<file path="config.mk">
export PLATFORM = sky130hd
export DESIGN_NAME = xgmii_to_usxgmii_convert
export DESIGN_NICKNAME = d
export VERILOG_FILES = /design/src/rtl/usxgmii_pkg.sv /design/src/rtl/xgmii_tx_skid_fifo.sv /design/src/rtl/xgmii_to_usxgmii_convert.sv
export SDC_FILE = /design/constraint.sdc
export NUM_CORES = 1
export LEC_CHECK = 0
export BUFFER_PORTS_ARGS = -buffer_cell sky130_fd_sc_hd__buf_2
export CAP_MARGIN = 20
export CELL_PAD_IN_SITES_DETAIL_PLACEMENT = 0
export CELL_PAD_IN_SITES_GLOBAL_PLACEMENT = 1
export CORE_UTILIZATION = 30
export DETAILED_ROUTE_END_ITERATION = 8
export PLACE_DENSITY_LB_ADDON = 0.25
export SYNTH_ARGS = -nofsm -noshare
export SYNTH_HDL_FRONTEND = slang
export SYNTH_SLANG_ARGS = --single-unit
</file>
<file path="constraint.sdc">
create_clock -name i_usxgmii_clock -period 4.7 [get_ports i_usxgmii_clock]
set_clock_uncertainty 0.2 [all_clocks]
set_input_delay 0 -clock i_usxgmii_clock [delete_from_list [all_inputs] [get_ports i_usxgmii_clock]]
set_output_delay 0 -clock i_usxgmii_clock [all_outputs]
set_load 0.03 [all_outputs]
</file>
<file path="src/rtl/usxgmii_pkg.sv">
// Shared types, lane characters and word constants for the XGMII to USXGMII
// transmit converter.
package usxgmii_pkg;

    typedef enum logic [2:0] {
        SPEED_10G  = 3'd0,
        SPEED_5G   = 3'd1,
        SPEED_2G5  = 3'd2,
        SPEED_1G   = 3'd3,
        SPEED_100M = 3'd4,
        SPEED_10M  = 3'd5
    } speed_e;

    localparam int REP_WIDTH = 10;

    localparam logic [7:0] CHAR_IDLE  = 8'h07;
    localparam logic [7:0] CHAR_START = 8'hFB;
    localparam logic [7:0] CHAR_TERM  = 8'hFD;
    localparam logic [7:0] CHAR_ERROR = 8'hFE;

    localparam logic [63:0] IDLE_DATA  = {8{CHAR_IDLE}};
    localparam logic [63:0] ERROR_DATA = {8{CHAR_ERROR}};
    localparam logic [7:0]  ALL_CTRL   = 8'hFF;

    // Number of times each 32-bit half is repeated at a given port speed.
    function automatic logic [REP_WIDTH-1:0] rep_factor(input speed_e speed);
        case (speed)
            SPEED_5G:   return 10'd2;
            SPEED_2G5:  return 10'd4;
            SPEED_1G:   return 10'd10;
            SPEED_100M: return 10'd100;
            SPEED_10M:  return 10'd1000;
            default:    return 10'd1;
        endcase
    endfunction

    // Reserved speed codes fall back to 10G.
    function automatic speed_e decode_speed(input logic [2:0] raw);
        case (raw)
            3'd1:    return SPEED_5G;
            3'd2:    return SPEED_2G5;
            3'd3:    return SPEED_1G;
            3'd4:    return SPEED_100M;
            3'd5:    return SPEED_10M;
            default: return SPEED_10G;
        endcase
    endfunction

endpackage

</file>
<file path="src/rtl/xgmii_tx_skid_fifo.sv">
// Two-entry input buffer. not_full is registered so the upstream ready never
// has a combinational path from the output side.
module xgmii_tx_skid_fifo #(
    parameter int p_width = 72
) (
    input  logic               clk,
    input  logic               rst_n,
    input  logic               push,
    input  logic [p_width-1:0] push_data,
    input  logic               pop,
    output logic [p_width-1:0] pop_data,
    output logic               empty,
    output logic               not_full
);

    logic [p_width-1:0] mem [2];
    logic               wr_ptr;
    logic               rd_ptr;
    logic [1:0]         count;
    logic [1:0]         count_next;
    logic               not_full_q;
    logic               push_ok;
    logic               pop_ok;

    assign push_ok  = push && not_full_q;
    assign pop_ok   = pop && (count != 2'd0);
    assign pop_data = mem[rd_ptr];
    assign empty    = (count == 2'd0);
    assign not_full = not_full_q;

    // Occupancy after this cycle's push/pop; both may happen together.
    always_comb begin
        count_next = count;
        case ({push_ok, pop_ok})
            2'b10:   count_next = count + 2'd1;
            2'b01:   count_next = count - 2'd1;
            default: count_next = count;
        endcase
    end

    // Pointers, occupancy and the registered not-full flag.
    always_ff @(posedge clk or negedge rst_n) begin
        if (!rst_n) begin
            wr_ptr     <= 1'b0;
            rd_ptr     <= 1'b0;
            count      <= 2'd0;
            not_full_q <= 1'b0;
        end else begin
            if (push_ok) wr_ptr <= ~wr_ptr;
            if (pop_ok)  rd_ptr <= ~rd_ptr;
            count      <= count_next;
            not_full_q <= (count_next != 2'd2);
        end
    end

    // Storage needs no reset; entries are only read once written.
    always_ff @(posedge clk) begin
        if (push_ok) mem[wr_ptr] <= push_data;
    end

endmodule

</file>
<file path="src/rtl/xgmii_to_usxgmii_convert.sv">
// Converts 64-bit XGMII transmit words into 32-bit USXGMII words, replicating
// each half per the active port speed and filling underruns with IDLE/ERROR.
module xgmii_to_usxgmii_convert
    import usxgmii_pkg::*;
#(
    parameter int p_underrun_count_width = 16
) (
    input  logic                              i_usxgmii_clock,
    input  logic                              i_usxgmii_reset_n,
    input  logic [2:0]                        i_speed,
    input  logic                              i_xgmii_valid,
    output logic                              o_xgmii_ready,
    input  logic [7:0]                        i_xgmii_control,
    input  logic [63:0]                       i_xgmii_data,
    input  logic                              i_usxgmii_ready,
    output logic                              o_usxgmii_valid,
    output logic [3:0]                        o_usxgmii_control,
    output logic [31:0]                       o_usxgmii_data,
    output logic                              o_in_frame,
    output logic [p_underrun_count_width-1:0] o_underrun_count
);

    logic [71:0]                       fifo_data;
    logic                              fifo_empty;
    logic                              fifo_pop;

    logic [63:0]                       hold_data;
    logic [7:0]                        hold_ctrl;
    logic                              half_q;
    logic [REP_WIDTH-1:0]              rep_cnt;
    speed_e                            speed_q;
    logic                              in_frame_q;
    logic                              valid_q;
    logic [p_underrun_count_width-1:0] under_q;

    logic                              consume;
    logic                              rep_last;
    logic                              boundary;
    logic [63:0]                       load_data;
    logic [7:0]                        load_ctrl;
    logic                              next_frame;
    logic                              under_inc;

    xgmii_tx_skid_fifo #(
        .p_width(72)
    ) u_fifo (
        .clk      (i_usxgmii_clock),
        .rst_n    (i_usxgmii_reset_n),
        .push     (i_xgmii_valid),
        .push_data({i_xgmii_control, i_xgmii_data}),
        .pop      (fifo_pop),
        .pop_data (fifo_data),
        .empty    (fifo_empty),
        .not_full (o_xgmii_ready)
    );

    assign consume  = valid_q && i_usxgmii_ready;
    assign rep_last = (rep_cnt == rep_factor(speed_q) - 10'd1);
    assign boundary = consume && rep_last && half_q;
    assign fifo_pop = boundary && !fifo_empty;

    assign o_usxgmii_valid   = valid_q;
    assign o_usxgmii_data    = half_q ? hold_data[63:32] : hold_data[31:0];
    assign o_usxgmii_control = half_q ? hold_ctrl[7:4]   : hold_ctrl[3:0];
    assign o_in_frame        = in_frame_q;
    assign o_underrun_count  = under_q;

    // Choose the next held word and the framing state it leaves behind;
    // lanes are scanned in order so a Start after a Terminate wins.
    always_comb begin
        load_data  = IDLE_DATA;
        load_ctrl  = ALL_CTRL;
        next_frame = in_frame_q;
        under_inc  = 1'b0;
        if (!fifo_empty) begin
            load_data = fifo_data[63:0];
            load_ctrl = fifo_data[71:64];
            for (int i = 0; i < 8; i++) begin
                if ((i == 0 || i == 4) && fifo_data[64+i] &&
                    fifo_data[8*i +: 8] == CHAR_START) begin
                    next_frame = 1'b1;
                end else if (fifo_data[64+i] && fifo_data[8*i +: 8] == CHAR_TERM) begin
                    next_frame = 1'b0;
                end
            end
        end else if (in_frame_q) begin
            load_data = ERROR_DATA;
            under_inc = 1'b1;
        end
    end

    // Replication/half sequencing, holding register reload and speed latch.
    always_ff @(posedge i_usxgmii_clock or negedge i_usxgmii_reset_n) begin
        if (!i_usxgmii_reset_n) begin
            valid_q    <= 1'b0;
            hold_data  <= IDLE_DATA;
            hold_ctrl  <= ALL_CTRL;
            half_q     <= 1'b0;
            rep_cnt    <= '0;
            speed_q    <= SPEED_10G;
            in_frame_q <= 1'b0;
            under_q    <= '0;
        end else begin
            valid_q <= 1'b1;
            if (consume) begin
                if (rep_last) begin
                    rep_cnt <= '0;
                    half_q  <= ~half_q;
                end else begin
                    rep_cnt <= rep_cnt + 10'd1;
                end
            end
            if (boundary) begin
                hold_data  <= load_data;
                hold_ctrl  <= load_ctrl;
                in_frame_q <= next_frame;
                if (under_inc && under_q != {p_underrun_count_width{1'b1}}) begin
                    under_q <= under_q + 1'b1;
                end
                // Speed changes only take effect between frames.
                if (!next_frame) begin
                    speed_q <= decode_speed(i_speed);
                end
            end
        end
    end

endmodule

</file>
Word-level counts from Yosys, hierarchy flattened

Memory sizes are Yosys's and may differ from the RTL's.
Index checks and enable logic that the tools add are counted.

Register bits after elaboration: 109
Latch bits: 0
RAM bits: 144
Memory bits (read-only): 0
Bits of input ports: 79
Output and inout bits: 55
Logic and storage cells: 94
Memories: 1

Add/sub/neg operators: 5
$mul: 0
Div/mod/pow operators: 0
$lt $le $gt $ge: 0
Equality and inequality tests: 25
Shift-type cells: 0
Multiplexer cells: 24
Bitwise gates (word level): 4
Reduce and logical (&&, ||, !) cells: 23

Memories:

| name       | depth | bits a word | read ports | clocked after Yosys merged registers in | write ports | RTL line                 | source |
|---|---|---|---|---|---|---|---|
| u_fifo.mem | 2     | 72          | 1          | 0                                       | 1           | xgmii_tx_skid_fifo.sv:16 | `logic [p_width-1:0] mem [2];` |

Operators with widths:

| operator                | number |
|---|---|
| $mux W64                | 2 |
| $eq A8 B8 Y1 const B    | 10 |
| $pmux W10 S5            | 1 |
| $mux W32                | 1 |
| $logic_and A1 B1 Y1     | 17 |
| $add A16 B1 Y16 const B | 1 |
| $ne A16 B16 Y1 const B  | 1 |
| $mux W1                 | 15 |
| $pmux W3 S5             | 1 |
| $eq A3 B2 Y1 const B    | 4 |
| $eq A3 B3 Y1 const B    | 4 |
| $add A10 B1 Y10 const B | 1 |
| $eq A10 B10 Y1          | 1 |
| $mux W10                | 1 |
| $sub A10 B1 Y10 const B | 1 |
| $mux W8                 | 1 |
| $eq A3 B1 Y1 const B    | 2 |
| $reduce_and A2 Y1       | 3 |
| $mux W4                 | 1 |
| $not A1 Y1              | 4 |
| $pmux W2 S2             | 1 |
| $add A2 B1 Y2 const B   | 1 |
| $eq A2 B1 Y1 const B    | 1 |
| $eq A2 B2 Y1 const B    | 1 |
| 5 further kinds         | 5 |

Longest topological paths before layout

An unclocked memory read counts as a cell.

Word-level depth: 16
Gate-level depth with buffers: 15
Gate-level depth less buffers: 12

By module

From an unflattened synthesis, not the netlist that was laid out.

Cell total of the unflattened synthesis: 838
Area, all modules: 11288.3 µm²

By module, submodules not included:

| module                   | times used | cells an instance | area an instance (µm²) | seq. area each (µm²) |
|---|---|---|---|---|
| xgmii_tx_skid_fifo       | 1          | 246               | 5785.5                 | 4449.3 |
| xgmii_to_usxgmii_convert | 1          | 592               | 5502.8                 | 2642.5 |

Worst setup path before layout

OpenSTA, ideal clock, no wires.

Path type: reg2reg
From: register u_fifo.not_full_q, in the netlist u_fifo.not_full
To: memory u_fifo.mem[0][0] (enable)
Setup time: 503 ps
Arrival: 3693 ps
Data required time: 3997 ps
Path slack: 304 ps
Stages on the path, launching flop included: 3
Path buffers: 0
Clock period less this slack: 4396 ps
Path through: dfrtp_1 nand2_1 nor2_1

Word-level cells in the longest chain between the ends: 3

Ends and longest elaborated chain:

| what                          | RTL line                 | source |
|---|---|---|
| start, declared               | xgmii_tx_skid_fifo.sv:21 | `logic not_full_q;` |
| start signal, assigned        | xgmii_tx_skid_fifo.sv:52 | `not_full_q <= (count_next != 2'd2);` |
| $logic_and A1 B1 Y1           | xgmii_tx_skid_fifo.sv:25 | `assign push_ok = push && not_full_q;` |
| $mux W1                       | xgmii_tx_skid_fifo.sv:58 | `if (push_ok) mem[wr_ptr] <= push_data;` |
| $mux W1 (implied by the code) | xgmii_tx_skid_fifo.sv:58 |  |
| end, declared                 | xgmii_tx_skid_fifo.sv:16 |  |

Every way passes these cells.

Worst setup path after layout

From: register speed_q[1]
To: register hold_data[6]

Word-level cells in the longest chain between the ends: 6
Elaborated cells on any way between the ends: 10
Classes of those cells: add/sub (1); eq/ne (6); mux (1); reduce/logical (2)

Ends and longest elaborated chain:

| what                                       | RTL line                        | source |
|---|---|---|
| start, declared                            | xgmii_to_usxgmii_convert.sv:31  | `speed_e speed_q;` |
| start signal, assigned                     | xgmii_to_usxgmii_convert.sv:122 | `speed_q <= decode_speed(i_speed);` |
| $eq A3 B3 Y1, or another cell as far along | usxgmii_pkg.sv:27               | `case (speed)` |
| $pmux W10 S5 *                             | usxgmii_pkg.sv:27               |  |
| $sub A10 B1 Y10 *                          | xgmii_to_usxgmii_convert.sv:58  | `assign rep_last = (rep_cnt == rep_factor(speed_q) - 10'd1);` |
| $eq A10 B10 Y1 *                           | xgmii_to_usxgmii_convert.sv:58  |  |
| $logic_and A1 B1 Y1 * (2 in a row)         | xgmii_to_usxgmii_convert.sv:59  | `assign boundary = consume && rep_last && half_q;` |
| end signal, assigned                       | xgmii_to_usxgmii_convert.sv:114 | `hold_data <= load_data;` |
| end, declared                              | xgmii_to_usxgmii_convert.sv:27  | `logic [63:0] hold_data;` |

Mark *: on every way between the ends. The rest lies on a longest branch, timed or not.
A chain may end at the register's enable or synchronous reset.

==> summary.md <==
| Metric | Value |
|---|---|
| Outcome | `finished clean` |
| Syn-to-layout area delta | `32.53%` |
| Syn Area/Cell | `13.27 um2` |
| Inserted Clock Buffers | `30` |
| DRT Pass-1 Iters | `4` |
| FFs w/ async S/R, synth | `between 40% and 50%` |
| Worst endpoint required time | `~5 ns` |
| Die H | `approximately 200 um` |
| Register area | `~0.007 mm2` |
| GRT Util Overall | `16.13%` |
| RSZ-0062 raised after global routing | `false` |
| Vias in the first global route | `between 8000 and 9000` |
| Least-Margin Pin Slew | `approximately 1.0 ns` |
| Vias | `7732` |
| Antenna diodes | `0` |
| Peak Freq | `about 0.25 GHz` |
| Critical path class | `flop to flop` |
| # DRC | `0` |
| Layout net count | `1212` |
| Sequential-to-total area share from yosys stat | `62.94%` |
| Crit end category | `flop` |
| Max-Slew Margin vs Limit | `approximately 30%` |
| Antenna violations before repair | `0` |
| Post-CTS Repair Setup Buffers | `0` |
| Reg clk slew, reported paths | `0.06 ns` |
| Initial Util | `between 30% and 40%` |
| Max FO, Critical Path | `37` |
| Largest net degree at the start of global routing | `58` |
| Synth top area cells | `edfxtp_1 38%, dfrtp_1 17%, mux2_2 7.8%, dfstp_2 7.5%, o21ai_2 2.7%` |
| Tightest Hold Check Type | `input pin to flop` |
| Netlist cell types | `between 60 and 70` |
| Power Dens Cells | `434.3 mW/mm2` |
| Slowest CP cell | `or4_2` |
| Post-Synthesis Cells | `about 850` |
| Cell family with most CP delay | `simple AND/OR/NAND/NOR gates` |
| I/O pin total | `approximately 130` |
| Final setup viols | `0` |
| Final WL | `approximately 30000 um` |
| FF+latch count, synth | `roughly 250` |
| Delay of the slowest critical-path stage | `roughly 1.1 ns` |
| DIE AREA | `~0.038 mm2` |
| Peak supply drop | `slightly below 0.3 mV` |
| I/O Buffers | `approximately 130` |
| Final ANT Viol Nets | `0` |
| Share of the synthesized area in the top cell type | `approximately two fifths` |
| Max Buffers Root-to-Sink | `3` |
| Chip width | `approximately 200 um` |
| Worst r2r path cells | `9` |
| Slew Limit Fails | `0` |
| Worst Hold Path Cells | `2` |
| Crit path depth | `9` |
| Rows | `70` |
| Pleak | `about 6 nW` |
| Final Critical Period | `roughly 3.9 ns` |
| Syn Nets | `about 930` |
| Ratio of cells with drive above 1 in the final layout | `between 30% and 40%` |
| DP HPWL | `20500 um` |
| H-tree level count | `1` |
| Routability Congestion | `a little under 0.8` |
| Max-cap violations | `0` |
| Root buffer cell | `clkbuf_16` |
| Multi-input gate area | `0.003901 mm2` |
| Drt initial violations | `~400` |
| Number of synthesized flops with an enable pin | `144` |
| Via-to-Cell Ratio | `4.776` |
| Worst setup SP type | `flop` |
| Critical path buffer and inverter count | `2` |
| Design Power | `~6.5 mW` |
| Crit path DAT | `~4.2 ns` |
| Total core area | `~0.037 mm2` |
| Avg WL per Cell | `between 15 and 20 um` |
| Ys Warns | `0` |
| First-pass GRT wire length | `47670 um` |
| Tcrit/Tclk final | `around 84%` |
| Setup tns final | `0 ns` |
| CTS tree | `done` |
| Final hold violations | `0` |
| Critical path, cell by cell | `inv_1 -> ha_1 -> nand2b_1 -> a2111oi_0 -> or3_1 -> o211ai_2 -> or4_2 -> buf_4 -> o21ai_2` |
| Clk_lat worst skew | `a little under 0.6 ns` |
| Clk sinks | `approximately 250` |
| Top FF cell, synth | `edfxtp_1` |
| Area leader, netlist | `edfxtp_1` |
| Grt ovf | `0` |
| Mapped cell area | `~0.011 mm2` |
| Filler cell count | `3542` |
## synth_stat cells, drive strengths merged, types with 6 or more instances
library cell / n
nand2b: 6
nand2: 73
ha: 6
nand4b: 10
and2: 8
mux2: 78
nor2b: 13
nor4: 6
or3: 7
a211oi: 6
buf: 23
clkbuf: 28
a21o: 24
dfstp: 32
inv: 16
edfxtp: 144
dfrtp: 77
nand4: 13
nand3: 13
xor2: 20
a21oi: 26
xnor2: 10
o21ai: 87
nor3: 13
o31ai: 10
nor2: 21
mux2i: 26
## power by group
| part | total, mW | internal (mW) | leakage, nW | switching [mW] |
|---|---|---|---|---|
| sequential | 2.90 | 2.73 | 2.69 | 0.172 |
| combinational | 1.27 | 0.441 | 2.95 | 0.833 |
| clock | 2.31 | 1.37 | 0.480 | 0.938 |
| total | 6.49 | 4.54 | 6.12 | 1.94 |
## kinds of logic (layout without fill, tap and decap cells)
family                   count (synthesis)  after routing  share of synthesized area, %
AO/OA/AOI/OAI                          185            185                         11.51
buffers and inverters                   67            369                         2.731
other                                    1              1                       0.03328
adder cells (fa/ha/maj)                  6              6                        0.6662
AND/OR/NAND/NOR                        203            203                         9.683
multiplexers                           104            104                         10.10
XOR/XNOR                                30             30                         2.332
flip-flops                             253            253                         62.94
## stage by stage
step | util [%] | hold slack, ns | instance area, um2 | cells | setup WS, ns
floorplan | - | -0.4956 | 11270 | 849 | 0.3044
global placement | 33.73 | -0.01139 | 12410 | 1412 | 0.8343
detailed placement | 33.81 | -0.008262 | 12440 | 1413 | 0.7944
CTS | 40.60 | 0.009546 | 14930 | 1619 | 0.7729
global route | 40.60 | 0.02348 | 14930 | 1619 | 0.4835
finish | 40.60 | 0.008048 | 14930 | 1619 | 0.7520
## metal layers
layer,global-route usage [%],wire [um],vias up
met3,2.080,1169,40
met5,0,0,-
li1,-,-,3725
met1,22.65,14260,3811
met2,26.45,14570,156
met4,3.704,639,0
## registers in the layout, summed over array words and instances (netlist names), 2 cells and up
| name | flops |
|---|---|
| hold_ctrl | 8 |
| hold_data | 64 |
| o_underrun_count | 16 |
| rep_cnt | 10 |
| speed_q | 3 |
| u_fifo.count | 2 |
| u_fifo.mem | 144 |
## repair_timing
action,4_1_cts,5_1_grt
endpoints found under the hold margin,273,0
resized for setup,0,0
hold buffers,150,0
## cell type report
| class | count | share of cell area (%) |
|---|---|---|
| clock buffer | 44 | 5.714 |
| clock inverter | 12 | 0.9551 |
| inverter | 16 | 0.4021 |
| multi-input combinational | 529 | 26.12 |
| sequential | 253 | 47.52 |
| tap | 468 | 3.921 |
| timing repair buffer | 297 | 15.37 |
## path summary, 6_finish.rpt
| kind | startpoint | to | slack (ns) |
|---|---|---|---|
| max | speed_q[1]$_DFFE_PN0P_ | hold_data[6]$_DFFE_PN0P_ | 0.75 |
| min | i_xgmii_data[14] | u_fifo.mem[1][14]$_DFFE_PP_ | 0.008 |
| max reg2reg | speed_q[1]$_DFFE_PN0P_ | hold_data[6]$_DFFE_PN0P_ | 0.75 |
| min reg2reg | hold_data[56]$_DFFE_PN1P_ | hold_data[56]$_DFFE_PN1P_ | 0.26 |
| max in group asynchronous | i_usxgmii_reset_n | u_fifo.rd_ptr$_DFFE_PN0P_ | 2.07 |
| min in group asynchronous | i_usxgmii_reset_n | speed_q[1]$_DFFE_PN0P_ | 0.40 |
## layout by cell type (no fill, tap or decap), types with 14 or more instances in the layout
cell type      synthesis  final
o21ai_2               35     35
dlygate4sd3_1          0    150
clkbuf_16              0     30
mux2_2                78     78
o21ai_0               47     47
inv_1                 16     16
dfstp_2               32     32
nand2_1               73     73
xor2_1                20     20
mux2i_1               26     26
a21o_1                24     24
edfxtp_1             144    144
buf_2                 15    132
buf_4                  0     14
nor2_1                21     19
a21oi_1               26     26
dfrtp_1               77     75
(Power assumes the default switching activity.)
